`config.mk`:
```
export PLATFORM = sky130hd
export DESIGN_NAME = simplecpu_uart_loader
export DESIGN_NICKNAME = d
export VERILOG_FILES = /design/src/rtl/simplecpu_uart_loader.sv
export SDC_FILE = /design/constraint.sdc
export NUM_CORES = 1
export LEC_CHECK = 0
export BUFFER_PORTS_ARGS = -buffer_cell sky130_fd_sc_hd__buf_2
export CORE_AREA = 5 5 96 98
export DETAILED_ROUTE_END_ITERATION = 16
export DIE_AREA = 0 0 101 103
export GPL_TIMING_DRIVEN = 1
export PLACE_DENSITY = 0.74
export SYNTH_ARGS = -nofsm -noshare
export SYNTH_HDL_FRONTEND = slang
export SYNTH_SLANG_ARGS = --single-unit
```
`constraint.sdc`:
```
create_clock -name clk -period 4.2 [get_ports clk]
set_input_delay 0.21 -clock clk [delete_from_list [all_inputs] [get_ports clk]]
set_output_delay 0.21 -clock clk [all_outputs]
set_load 0.01 [all_outputs]
```
`src/rtl/simplecpu_uart_loader.sv`:
```
// simplecpu_uart_loader
//   Receives a framed program image over an 8N1 UART line and writes it into the
//   simplecpu RAM through the load_ram/load_addr/load_data port. The core is held
//   in reset (cpu_reset=0) while loading. It is released only after the image
//   checksum matches.
//   Frame: SYNC_BYTE, 16 data bytes (addr 0..15), csum = sum of data mod 256.
// Ports
//   clk        system clock
//   reset      asynchronous active-low reset
//   rx         UART serial input (idle high, asynchronous to clk)
//   load_ram   one-cycle RAM write strobe
//   load_addr  RAM write address (holds when load_ram=0)
//   load_data  RAM write data (holds when load_ram=0)
//   cpu_reset  active-low core reset; 0 while loading or after a failed load
//   load_busy  1 from sync byte until the checksum is judged or the frame aborts
//   load_err   sticky error (checksum, framing, timeout); cleared by the next sync
module simplecpu_uart_loader #(
  parameter int unsigned CLKS_PER_BIT = 16,
  parameter logic [7:0]  SYNC_BYTE    = 8'hA5,
  parameter logic [19:0] TIMEOUT_CLKS = 20'd65535
) (
  input  logic       clk,
  input  logic       reset,
  input  logic       rx,
  output logic       load_ram,
  output logic [3:0] load_addr,
  output logic [7:0] load_data,
  output logic       cpu_reset,
  output logic       load_busy,
  output logic       load_err
);

  localparam int unsigned CNT_W = $clog2(CLKS_PER_BIT);
  localparam logic [CNT_W-1:0] BIT_LAST  = CNT_W'(CLKS_PER_BIT - 1);
  localparam logic [CNT_W-1:0] HALF_LAST = CNT_W'(CLKS_PER_BIT / 2 - 1);

  typedef enum logic [1:0] {R_IDLE, R_START, R_DATA, R_STOP} rstate_t;
  typedef enum logic [1:0] {L_IDLE, L_DATA, L_CSUM, L_RUN}   lstate_t;

  rstate_t          rstate, rstate_nx;
  lstate_t          lstate, lstate_nx;

  logic             rx_p0, rx_p1, rx_p2;
  logic [CNT_W-1:0] cnt;
  logic [2:0]       bit_idx;
  logic [7:0]       shift;
  logic [7:0]       rx_byte;
  logic             byte_valid;
  logic             frame_err;

  logic [3:0]       addr;
  logic [7:0]       sum;
  logic [19:0]      tmo;
  logic             is_sync;
  logic             abort;

  // ---- receiver: 2-flop synchronizer (rx_p0, rx_p1), rx_p2 is the previous
  //      synchronized level for falling-edge detection
  always_comb begin
    rstate_nx = rstate;
    case (rstate)
      R_IDLE:  if (rx_p2 && !rx_p1) rstate_nx = R_START;
      R_START: if (cnt == HALF_LAST) rstate_nx = rx_p1 ? R_IDLE : R_DATA;
      R_DATA:  if (cnt == BIT_LAST && bit_idx == 3'd7) rstate_nx = R_STOP;
      R_STOP:  if (cnt == BIT_LAST) rstate_nx = R_IDLE;
      default: rstate_nx = R_IDLE;
    endcase
  end

  always_ff @(posedge clk or negedge reset) begin
    if (!reset) rstate <= R_IDLE;
    else        rstate <= rstate_nx;
  end

  always_ff @(posedge clk or negedge reset) begin
    if (!reset) begin
      rx_p0      <= 1'b1;
      rx_p1      <= 1'b1;
      rx_p2      <= 1'b1;
      cnt        <= '0;
      bit_idx    <= '0;
      shift      <= '0;
      rx_byte    <= '0;
      byte_valid <= 1'b0;
      frame_err  <= 1'b0;
    end else begin
      rx_p0      <= rx;
      rx_p1      <= rx_p0;
      rx_p2      <= rx_p1;
      byte_valid <= 1'b0;
      frame_err  <= 1'b0;
      case (rstate)
        R_IDLE: begin
          cnt     <= '0;
          bit_idx <= '0;
        end
        R_START: cnt <= (cnt == HALF_LAST) ? '0 : cnt + 1'b1;
        R_DATA: begin
          if (cnt == BIT_LAST) begin
            cnt     <= '0;
            shift   <= {rx_p1, shift[7:1]};
            bit_idx <= bit_idx + 3'd1;
          end else begin
            cnt <= cnt + 1'b1;
          end
        end
        R_STOP: begin
          if (cnt == BIT_LAST) begin
            cnt        <= '0;
            rx_byte    <= shift;
            byte_valid <= rx_p1;
            frame_err  <= !rx_p1;
          end else begin
            cnt <= cnt + 1'b1;
          end
        end
        default: cnt <= '0;
      endcase
    end
  end

  // ---- loader: frame sequencing, RAM writes, checksum judgement
  assign is_sync = (rx_byte == SYNC_BYTE);
  // Timeout counts clocks since the last accepted byte; abort once TIMEOUT_CLKS pass.
  assign abort   = frame_err || (!byte_valid && (tmo >= TIMEOUT_CLKS - 20'd1));

  always_comb begin
    lstate_nx = lstate;
    case (lstate)
      L_IDLE, L_RUN: if (byte_valid && is_sync) lstate_nx = L_DATA;
      L_DATA: begin
        if (abort)                             lstate_nx = L_IDLE;
        else if (byte_valid && addr == 4'hF)   lstate_nx = L_CSUM;
      end
      L_CSUM: begin
        if (abort)           lstate_nx = L_IDLE;
        else if (byte_valid) lstate_nx = (rx_byte == sum) ? L_RUN : L_IDLE;
      end
      default: lstate_nx = L_IDLE;
    endcase
  end

  always_ff @(posedge clk or negedge reset) begin
    if (!reset) lstate <= L_IDLE;
    else        lstate <= lstate_nx;
  end

  always_ff @(posedge clk or negedge reset) begin
    if (!reset) begin
      load_ram  <= 1'b0;
      load_addr <= '0;
      load_data <= '0;
      cpu_reset <= 1'b0;
      load_busy <= 1'b0;
      load_err  <= 1'b0;
      addr      <= '0;
      sum       <= '0;
      tmo       <= '0;
    end else begin
      load_ram <= 1'b0;
      case (lstate)
        L_IDLE, L_RUN: begin
          // A sync byte (re)starts a load; the core goes back into reset at once.
          if (byte_valid && is_sync) begin
            cpu_reset <= 1'b0;
            load_busy <= 1'b1;
            load_err  <= 1'b0;
            addr      <= '0;
            sum       <= '0;
            tmo       <= '0;
          end
        end
        L_DATA, L_CSUM: begin
          if (abort) begin
            load_err  <= 1'b1;
            load_busy <= 1'b0;
            cpu_reset <= 1'b0;
          end else if (byte_valid) begin
            tmo <= '0;
            if (lstate == L_DATA) begin
              load_ram  <= 1'b1;
              load_addr <= addr;
              load_data <= rx_byte;
              sum       <= sum + rx_byte;
              addr      <= addr + 4'd1;
            end else begin
              load_busy <= 1'b0;
              if (rx_byte == sum) cpu_reset <= 1'b1;
              else                load_err  <= 1'b1;
            end
          end else begin
            tmo <= tmo + 20'd1;
          end
        end
        default: ;
      endcase
    end
  end

endmodule

```
==> flow_summary.json <==
{
  "peakVddDrop_mv": 0.169,
  "rows": 34,
  "grt_pass1_vias": 3018,
  "outcome": "finished with violations",
  "io-pin-count": 19,
  "postCtsResizedCells": 0,
  "core-area_um2": 8380,
  "die_w_um": 101,
  "worst_slew_pin_slew_ns": 0.970,
  "insertion_delay_ns": 0.35,
  "final_area_um2": 4380,
  "drc_errors": 0,
  "critPathLaunchType": "register",
  "wire_per_inst_um": 15.1,
  "path_clk_slew_ns": 0.08,
  "leakage_nw": 2.00,
  "grt.overflow.total": 0,
  "worstPathRequired_ns": 4.44,
  "crit_end": "tmo[19]",
  "dieArea_um2": 10400,
  "syn_nets": 398,
  "fmax_mhz": 444,
  "drive_gt1_share_pct": 19.5,
  "maxSlewViolCount": 0,
  "fin_tns_setup_ns": 0,
  "cts_tree": "yes",
  "violations": "negative hold slack",
  "layout_common_cells": "dfrtp_1 (77), nor2_1 (29), nand2_1 (28)",
  "dpl_cell_area_um2": 4180,
  "synth_top_family_by_area": "compound AO/OA/AOI/OAI gates",
  "grt_util_all_layers_pct": 16.4,
  "yosys.area_share.simple_pct": 15.0,
  "crit_path_top_delay_cell": "dfrtp_1",
  "worstPathArrival_ns": 2.49,
  "ff2ff_path_depth": 8,
  "finalCritPeriodShare_pct": 53.6,
  "finClkSkew_ns": 0.0100,
  "synth-seq-cells": 80,
  "route.vias.total": 2963,
  "r2r_start": "tmo[0]",
  "synth_compound_gate_area_share_pct": 17.9,
  "antenna_found_initial": 0,
  "synth_area_per_cell_um2": 10.6,
  "cts_max_level": 3,
  "place_hpwl_um": 5260,
  "synth_xor_area_share_pct": 1.52,
  "nets": 414,
  "synth_seq_area_share_pct": 49.8,
  "cts_max_path_buffers": 2,
  "synth.area.mux_share_pct": 6.99,
  "slew_headroom_pct": 35.3,
  "area_growth_pct": 8.67,
  "port_buffers": 18,
  "root_buffer": "clkbuf_8",
  "cp_max_fo": 25,
  "yosysWarnings": 0,
  "routed_wl_um": 7660,
  "rsz0062_at_grt": "no",
  "worstSetupStartpoint": "tmo[0]",
  "crit_chain": "inv_1, ha_1, o211ai_1, nor3_1, nor3b_2, o31a_4, nor2_1, o221a_1",
  "fp.dieH_um": 103,
  "ys_async_sr_fraction_pct": 100,
  "via_per_inst": 5.83,
  "netlist_instances": 379,
  "synth.cell_area_um2": 4030,
  "drtAntennaViolNets": 0,
  "synthFlopType": "dfrtp_1",
  "initial_core_util_pct": 48.0,
  "hold_path.class": "input port to asynchronous set/reset pin",
  "r2r_slack_ns": 1.95,
  "endpoint_kind": "register",
  "drt_pre_antenna_iters": 4,
  "hold_violations": 1,
  "setup_viol": 0,
  "maxCapViolCount": 0,
  "path_class": "register to register",
  "p_per_area_nw_per_um2": 357,
  "max_stage_delay_ns": 0.45,
  "gp_congestion": 0.888,
  "synth_edf_count": 0,
  "antennaDiodeCount": 0,
  "holdWs_ns": -0.00498,
  "drt_iter0_markers": 97,
  "timing.rr.end": "tmo[19]",
  "synthAdderAreaFrac_pct": 5.16,
  "layout_commonest_cell": "dfrtp_1",
  "grt_max_degree": 81,
  "finalCriticalPeriod_ns": 2.25,
  "grt_pass1_wl_um": 13900,
  "synth.distinct_cells": 55,
  "clock-sinks": 80,
  "numCtsBuffers": 9
}
## synth_stat cells (2+ instances only)
cell type,number,area (um^2)
and4_1,2,17.5
clkbuf_1,9,33.8
nand2_1,28,105
dfrtp_1,77,1930
o211ai_1,2,15.0
or3_1,2,12.5
ha_1,15,188
nand2b_1,4,25.0
buf_6,3,33.8
o21ai_0,18,90.1
nand4_1,5,31.3
nor2_1,29,109
nor2b_1,6,37.5
nor2_2,2,12.5
and3_1,4,25.0
o31ai_1,5,37.5
o31ai_2,9,113
nand3_1,18,90.1
buf_2,2,10.0
xor2_1,4,35.0
nor3_1,7,35.0
dfstp_2,3,78.8
nor4_1,2,12.5
xnor2_1,3,26.3
o21ai_1,18,90.1
o22a_1,3,26.3
o2111ai_1,2,17.5
inv_1,18,67.6
a21oi_1,10,50.1
o41ai_1,4,35.0
a22o_1,9,78.8
mux2_2,25,282
and2_1,3,18.8
a31oi_1,7,43.8
## per-stage QoR
step / hold slack [ns] / std cells / total power [W] / setup slack [ns] / util (%)
after floorplan: -0.0856 / 379 / 0.000980 / 2.26 / -
after global placement: 0.318 / 491 / 0.00101 / 2.06 / 49.8
after detailed placement: 0.320 / 491 / 0.00102 / 1.98 / 49.8
after CTS: 0.0552 / 508 / 0.00157 / 1.95 / 52.2
after global routing: 0.101 / 508 / 0.00164 / 1.77 / 52.2
final: -0.00498 / 508 / 0.00156 / 1.95 / 52.2
## flip-flops by register name (all words and copies together), names as in the netlist, 2 cells and up, named ones only
name,flops
addr,4
shift,8
bit_idx,3
tmo,20
load_data,8
rx_byte,8
load_addr,4
lstate,2
sum,8
cnt,4
## routing by layer
layer | GRT usage (%) | vias up | routed length [um]
met1 | 20.6 | 1484 | 3520
met3 | 2.57 | 10 | 224
met2 | 28.6 | 57 | 3800
li1 | - | 1412 | -
met4 | 6.34 | 0 | 119
met5 | 0 | - | 0
## critical path: cells and delay by family (launching register included)
family | cells | cell delay, ns
flip-flops | 1 | 0.45
adder cells (fa/ha/maj) | 1 | 0.14
buffers and inverters | 1 | 0.08
AND/OR/NAND/NOR | 3 | 0.81
AO/OA/AOI/OAI | 3 | 0.66
## where the power goes
part	internal, W	leakage (nW)	total, W	switching, W
Clock	0.000274	0.0856	0.000553	0.000279
Combinational	0.0000677	0.823	0.000140	0.0000720
Sequential	0.000808	1.09	0.000869	0.0000609
## worst min path at each step
stage	startpoint	cells past startpoint	to	slack [ns]
2_1_floorplan	reset	0	asynchronous set/reset pin	-0.09
3_3_place_gp	rx	1	rx_p0	0.32
3_5_place_dp	rx	1	rx_p0	0.32
4_1_cts	reset	1	load_addr[1]	0.06
5_1_grt	reset	1	load_addr[1]	0.10
6_report	reset	1	load_addr[1]	-0.005
## repair_timing
item,CTS,global route
hold buffers,1,0
endpoints found under the hold margin,1,0
buffers inserted,0,0
## kinds of logic (layout without fill, tap and decap cells)
family          after synthesis  count (layout)
simple gates                120             120
compound gates               99              99
flops                        80              80
buf+inv                      32              53
mux                          25              25
fa+ha+maj                    16              16
xor+xnor                      7               7
## layout make-up
cell class,count,area (um^2)
tap,108,135
clock buffer,11,131
sequential,80,2010
timing repair buffer,19,103
multi-input combinational,267,1880
inverter,18,67.6
clock inverter,5,57.6
fill,747,4010
No activity file was read; power rests on OpenSTA's default activity.
